`src/rtl/fp32_red_pkg.sv`:
```
// Shared definitions for the fp32 dot-product reducer: fp32 constants, FSM states and
// the bit-slice lane unpack shared with the multiplier's pack order.
package fp32_red_pkg;

  localparam int unsigned FP32_EXP_W  = 8;
  localparam int unsigned FP32_MANT_W = 23;
  localparam int unsigned FP32_BIAS   = 127;

  localparam logic [31:0] FP32_QNAN = 32'h7FC00000;
  localparam logic [31:0] FP32_PINF = 32'h7F800000;
  localparam logic [31:0] FP32_NINF = 32'hFF800000;

  localparam int unsigned LANES = 32;
  localparam int unsigned IDX_W = 5;

  typedef enum logic [1:0] {
    StIdle  = 2'd0,
    StAccum = 2'd1,
    StDone  = 2'd2
  } red_state_e;

  // Slice n carries nibble n of every lane; lane k sits at nibble position k of each slice.
  function automatic logic [31:0] fp32_lane_unpack(input logic [7:0][127:0] slices,
                                                   input logic [IDX_W-1:0] idx);
    logic [31:0] lane;
    lane = '0;
    for (int n = 0; n < 8; n++) begin
      lane[4*n +: 4] = slices[n][4*idx +: 4];
    end
    return lane;
  endfunction

endpackage

```
`src/rtl/fp32_add_rne.sv`:
```
// Combinational IEEE-754 binary32 adder, round-to-nearest-even, subnormals flushed to
// signed zero, canonical NaN on invalid operations.
module fp32_add_rne
  import fp32_red_pkg::*;
(
  input  logic [31:0] a_i,
  input  logic [31:0] b_i,
  output logic [31:0] sum_o
);

  logic                   a_s, b_s;
  logic [FP32_EXP_W-1:0]  a_e, b_e;
  logic [FP32_MANT_W-1:0] a_m, b_m;

  assign {a_s, a_e, a_m} = a_i;
  assign {b_s, b_e, b_m} = b_i;

  logic a_nan, b_nan, a_inf, b_inf, a_zero, b_zero;
  assign a_nan  = (a_e == '1) && (a_m != '0);
  assign b_nan  = (b_e == '1) && (b_m != '0);
  assign a_inf  = (a_e == '1) && (a_m == '0);
  assign b_inf  = (b_e == '1) && (b_m == '0);
  assign a_zero = (a_e == '0);
  assign b_zero = (b_e == '0);

  logic        x_s, y_s;
  logic [7:0]  x_e, y_e;
  logic [23:0] x_sig, y_sig;

  always_comb begin
    if ({a_e, a_m} >= {b_e, b_m}) begin
      x_s = a_s; x_e = a_e; x_sig = {1'b1, a_m};
      y_s = b_s; y_e = b_e; y_sig = {1'b1, b_m};
    end else begin
      x_s = b_s; x_e = b_e; x_sig = {1'b1, b_m};
      y_s = a_s; y_e = a_e; y_sig = {1'b1, a_m};
    end
  end

  logic [7:0]  exp_diff;
  logic [4:0]  shamt;
  logic [53:0] y_wide;
  logic [26:0] x_ext, y_ext;

  assign exp_diff = x_e - y_e;
  // Saturating at 26 still leaves the hidden bit in the sticky position.
  assign shamt    = (exp_diff > 8'd26) ? 5'd26 : exp_diff[4:0];
  assign y_wide   = {y_sig, 3'b000, 27'd0} >> shamt;
  assign x_ext    = {x_sig, 3'b000};
  assign y_ext    = {y_wide[53:28], y_wide[27] | (|y_wide[26:0])};

  logic              eff_sub;
  logic [27:0]       raw;
  logic [26:0]       norm;
  logic [4:0]        lz;
  logic              found;
  logic signed [9:0] exp_n;
  logic              round_up;
  logic [24:0]       mant_r;

  assign eff_sub = x_s ^ y_s;

  always_comb begin
    raw   = eff_sub ? ({1'b0, x_ext} - {1'b0, y_ext}) : ({1'b0, x_ext} + {1'b0, y_ext});
    exp_n = $signed({2'b00, x_e});
    norm  = raw[26:0];
    lz    = '0;
    found = 1'b0;
    if (raw[27]) begin
      norm  = {raw[27:2], raw[1] | raw[0]};
      exp_n = exp_n + 10'sd1;
    end else begin
      for (int i = 26; i >= 0; i--) begin
        if (!found && raw[i]) begin
          lz    = 5'(26 - i);
          found = 1'b1;
        end
      end
      norm  = raw[26:0] << lz;
      exp_n = exp_n - $signed({5'b00000, lz});
    end

    round_up = norm[2] & (norm[1] | norm[0] | norm[3]);
    mant_r   = {1'b0, norm[26:3]} + {24'd0, round_up};
    if (mant_r[24]) begin
      mant_r = mant_r >> 1;
      exp_n  = exp_n + 10'sd1;
    end

    if (a_nan || b_nan || (a_inf && b_inf && (a_s != b_s))) begin
      sum_o = FP32_QNAN;
    end else if (a_inf) begin
      sum_o = a_s ? FP32_NINF : FP32_PINF;
    end else if (b_inf) begin
      sum_o = b_s ? FP32_NINF : FP32_PINF;
    end else if (a_zero && b_zero) begin
      sum_o = {a_s & b_s, 31'd0};
    end else if (a_zero) begin
      sum_o = b_i;
    end else if (b_zero) begin
      sum_o = a_i;
    end else if (raw == '0) begin
      sum_o = 32'd0;
    end else if (exp_n >= 10'sd255) begin
      sum_o = x_s ? FP32_NINF : FP32_PINF;
    end else if (exp_n <= 10'sd0) begin
      sum_o = {x_s, 31'd0};
    end else begin
      sum_o = {x_s, exp_n[7:0], mant_r[22:0]};
    end
  end

endmodule

```
`src/rtl/fp32_dot_reducer.sv`:
```
// Captures a bit-sliced set of 32 fp32 products and accumulates the masked lanes, one lane
// per cycle, into a running fp32 accumulator; publishes the accumulator on completion.
module fp32_dot_reducer
  import fp32_red_pkg::*;
(
  input  logic         clk,
  input  logic         rst_n,
  input  logic [127:0] dr_fp16mul_d0,
  input  logic [127:0] dr_fp16mul_d1,
  input  logic [127:0] dr_fp16mul_d2,
  input  logic [127:0] dr_fp16mul_d3,
  input  logic [127:0] dr_fp16mul_d4,
  input  logic [127:0] dr_fp16mul_d5,
  input  logic [127:0] dr_fp16mul_d6,
  input  logic [127:0] dr_fp16mul_d7,
  input  logic [1:0]   cru_fp32red,
  input  logic [31:0]  cru_fp32red_mask,
  output logic [31:0]  dr_fp32red_sum,
  output logic         fp32red_busy,
  output logic         fp32red_done
);

  red_state_e        state_q, state_d;
  logic [IDX_W-1:0]  idx_q, idx_d;
  logic [7:0][127:0] cap_q, cap_d;
  logic [LANES-1:0]  mask_q, mask_d;
  logic [31:0]       acc_q, acc_d;
  logic [31:0]       sum_q, sum_d;
  logic              done_q, done_d;

  logic        start, acc_clear;
  logic [31:0] lane, add_res;

  assign start     = cru_fp32red[1];
  assign acc_clear = cru_fp32red[0];

  assign lane = fp32_lane_unpack(cap_q, idx_q);

  fp32_add_rne u_add (
    .a_i  (acc_q),
    .b_i  (lane),
    .sum_o(add_res)
  );

  always_comb begin
    state_d = state_q;
    idx_d   = idx_q;
    cap_d   = cap_q;
    mask_d  = mask_q;
    acc_d   = acc_q;
    sum_d   = sum_q;
    done_d  = 1'b0;
    unique case (state_q)
      StIdle: begin
        if (start) begin
          cap_d   = {dr_fp16mul_d7, dr_fp16mul_d6, dr_fp16mul_d5, dr_fp16mul_d4,
                     dr_fp16mul_d3, dr_fp16mul_d2, dr_fp16mul_d1, dr_fp16mul_d0};
          mask_d  = cru_fp32red_mask;
          acc_d   = acc_clear ? 32'd0 : acc_q;
          idx_d   = '0;
          state_d = StAccum;
        end
      end
      StAccum: begin
        if (mask_q[idx_q]) acc_d = add_res;
        idx_d = idx_q + 1'b1;
        if (idx_q == IDX_W'(LANES - 1)) state_d = StDone;
      end
      StDone: begin
        sum_d   = acc_q;
        done_d  = 1'b1;
        state_d = StIdle;
      end
      default: state_d = StIdle;
    endcase
  end

  always_ff @(posedge clk or negedge rst_n) begin
    if (!rst_n) begin
      state_q <= StIdle;
      idx_q   <= '0;
      cap_q   <= '0;
      mask_q  <= '0;
      acc_q   <= '0;
      sum_q   <= '0;
      done_q  <= 1'b0;
    end else begin
      state_q <= state_d;
      idx_q   <= idx_d;
      cap_q   <= cap_d;
      mask_q  <= mask_d;
      acc_q   <= acc_d;
      sum_q   <= sum_d;
      done_q  <= done_d;
    end
  end

  assign dr_fp32red_sum = sum_q;
  assign fp32red_busy   = (state_q != StIdle);
  assign fp32red_done   = done_q;

endmodule

```
`config.mk`:
```
export PLATFORM = sky130hd
export DESIGN_NAME = fp32_dot_reducer
export DESIGN_NICKNAME = d
export VERILOG_FILES = /design/src/rtl/fp32_red_pkg.sv /design/src/rtl/fp32_add_rne.sv /design/src/rtl/fp32_dot_reducer.sv
export SDC_FILE = /design/constraint.sdc
export NUM_CORES = 2
export LEC_CHECK = 0
export CORE_AREA = 2 2 424 426
export DETAILED_ROUTE_END_ITERATION = 10
export DIE_AREA = 0 0 426 428
export HOLD_SLACK_MARGIN = 0.06
export PLACE_DENSITY = 0.56
export SETUP_SLACK_MARGIN = 0.3
export SLEW_MARGIN = 10
export SYNTH_ARGS = -nofsm -noshare
export SYNTH_HDL_FRONTEND = slang
export SYNTH_SLANG_ARGS = --single-unit
```
`constraint.sdc`:
```
create_clock -name clk -period 23.4 [get_ports clk]
set_input_delay 4.68 -clock clk [delete_from_list [all_inputs] [get_ports clk]]
set_output_delay 4.68 -clock clk [all_outputs]
set_load 0.05 [all_outputs]
```
==> impl_metrics.ini <==
[synth]
yosys.area.top_type = dfrtp_1
synth_area_leaders = dfrtp_1, nand2_1, mux2i_1, mux4_2, clkbuf_1
synth_most_common_cell = nand2_1
synth-async-reset-ratio_pct = 100
yosysTopAreaCellShare_pct = 44.9
synth_common_cells = nand2_1, dfrtp_1, clkbuf_1
synth_cell_type_count = 122
synth-seq-area-share_pct = 44.9
syn_area_sq_mm = 0.0628
synthFlopType = dfrtp_1
ys_warn_count = 0
synth.avg_cell_area_sq_um = 8.42
ys_seq_elements = 1128
synth-edff-count = 0
syn_inst = 7463
syn_nets = 8616

[timing]
fin_ws_ps = 4620
finClkSkew_ps = 36.4
max_freq_mhz = 53.2
final_max_slew_viol_count = 0
period_minus_slack_ps = 18780
rsz0062_at_grt = no
hold_viol = 0
fin_crit_sh_pct = 80.3
slew_headroom_pct = 14.6
setup_violations = 0
setup_tns_ps = 0
tightestPinTransition_ps = 1280

[setup_path]
worstPathRequired_ps = 24060
slowest_delay_ps = 960
critPathSlowestCell = dfrtp_4
cp_num_buf_inv = 6
start_kind = flip-flop
cpMostUsedCell = a21oi_1
setup.worst_path.class = flip-flop to flip-flop
path_max_fanout = 40
end_kind = flip-flop
critical-path-top-delay-family = compound AO/OA/AOI/OAI gates
cp.arrival_ps = 19440

[routing]
ant_nets = 0
drt-initial-drc-count = 6179
wl_per_cell_um = 27.0
vias = 59800
drc = 0
drt_wl_total_um = 294000
vias_per_cell = 5.50
detailedRoute.firstPassIterationCount = 8

[place]
dp_hpwl_um = 223000
place_congestion = 0.967
dpl_cell_area_sq_mm = 0.0756
dp.cells = 10500
port_buffers = 1093
dp_worst_setup_slack_ps = 5020

[global_route]
grtUsageTotal_pct = 31.5
grt_overflow = 0
antenna_found_initial = 139
grt_max_degree = 251
grt_pass1_vias = 58600
grt_pass1_wl_um = 420000

[cells_and_area]
regArea_sq_mm = 0.0282
final.fill_count = 17600
multi_input_area_sq_mm = 0.0321
final-instance-count-excl-fill = 10900
area_growth_syn_to_layout_pct = 28.0
design_area_sq_mm = 0.0804
drive_above_1_share_pct = 7.29
nNetsFinal = 9476

[clock_network]
clk_path_buf_depth = 3
cts_tree = yes
ctsHoldBuffers = 0
cts-root-buf = clkbuf_16
clkLatencyLatePin_ps = 800
htree_levels = 4
clk_pin_slew_ps = 60
post_cts_buffers = 0
numCtsBuffers = 133
cts-resized-gates = 0
clock-sinks = 1128

[die]
rows = 155
dieArea_sq_mm = 0.182
start_util_pct = 35.4
coreArea_sq_mm = 0.178
top_level_ports = 1094
die_w_um = 426
fp.dieH_um = 428

[min_path]
worstHoldPathType = flip-flop to flip-flop

[job]
maxCapViolations = 0

[status]
status = complete, no violations
metrics by stage:
stage,util [%],hold slack (ps)
6_report,45.2,467
5_1_grt,45.2,477
4_1_cts,45.1,471
3_5_place_dp,42.6,457
3_3_place_gp,42.6,453
2_1_floorplan,-,440
metal layers:
| metal | vias up | GRT usage (%) | part of all wire [%] |
|---|---|---|---|
| li1 | 27000 | - | - |
| met2 | 2525 | 49.3 | 47 |
| met3 | 531 | 6.35 | 7.2 |
| met4 | 60 | 16.0 | 4.7 |
| met5 | - | 0 | 0.13 |
| met1 | 29700 | 41.3 | 41 |
worst reg2reg max path, delay by kind of cell (launching register included):
family | cells | cell delay, ps
buf+inv | 6 | 2040
compound gates | 28 | 7250
flops | 1 | 960
fa+ha+maj | 4 | 1240
xor+xnor | 2 | 1250
mux | 4 | 1720
simple gates | 15 | 4160
worst paths after layout:
kind	start	to	slack (ps)	cells past startpoint
max	idx_q[0]	acc_q[6]	4620	59
min	cap_q[462]	cap_q[462]	470	2
min reg2reg	cap_q[462]	cap_q[462]	470	2
min in group asynchronous	rst_n	cap_q[481]	3790	1
max in group asynchronous	rst_n	cap_q[935]	14960	6
max reg2reg	idx_q[0]	acc_q[6]	4620	59
cells in the final DEF, fill, tap and decap left out, types with 39 or more instances in the layout:
cell type,synthesis,final
nand3_1,115,115
nand2_1,3424,3423
o22ai_1,44,44
mux2_2,48,48
buf_4,35,92
a21oi_1,190,190
nor3_1,76,76
o221ai_1,110,110
clkdlybuf4s50_1,0,1092
mux4_2,135,135
o21ai_0,173,173
dfrtp_1,1128,1123
ha_1,91,90
inv_1,109,106
xnor2_1,54,54
diode_2,0,82
o21ai_1,39,39
mux2i_1,305,305
clkbuf_16,0,135
a22oi_1,70,70
nor2_1,207,207
logic make-up (layout without fill, tap and decap cells):
family / count (synthesis) / after routing / synth area share [%]
and+or+nand+nor: 4102 / 4102 / 26.4
DFF: 1128 / 1128 / 44.9
AOI/OAI and AO/OA: 994 / 994 / 11.1
buffers and inverters: 587 / 1550 / 4.08
muxes: 490 / 490 / 10.6
adders and majority gates: 93 / 93 / 1.88
xor gates and xnor gates: 69 / 69 / 0.986
other: 0 / 82 / 0
state kept, by name (all words and copies together), names as in the netlist:
register,cells
mask_q,32
idx_q,5
dr_fp32red_sum,32
state_q,2
acc_q,32
cap_q,1024
fp32red_done,1
final cells by class:
class                   instances  share of cell area (%)
clock inverters                41                   0.828
well taps                    2355                    3.67
multi-input cells            5748                    39.9
clock buffers                 197                    4.85
inverters                     115                   0.537
flip-flops and latches       1128                    35.1
diodes                         82                   0.255
repair buffers               1197                    14.8
Power is left out: the tool's default activity adds up to more than one toggle a clock period on the data nets, which glitch-free logic cannot reach.
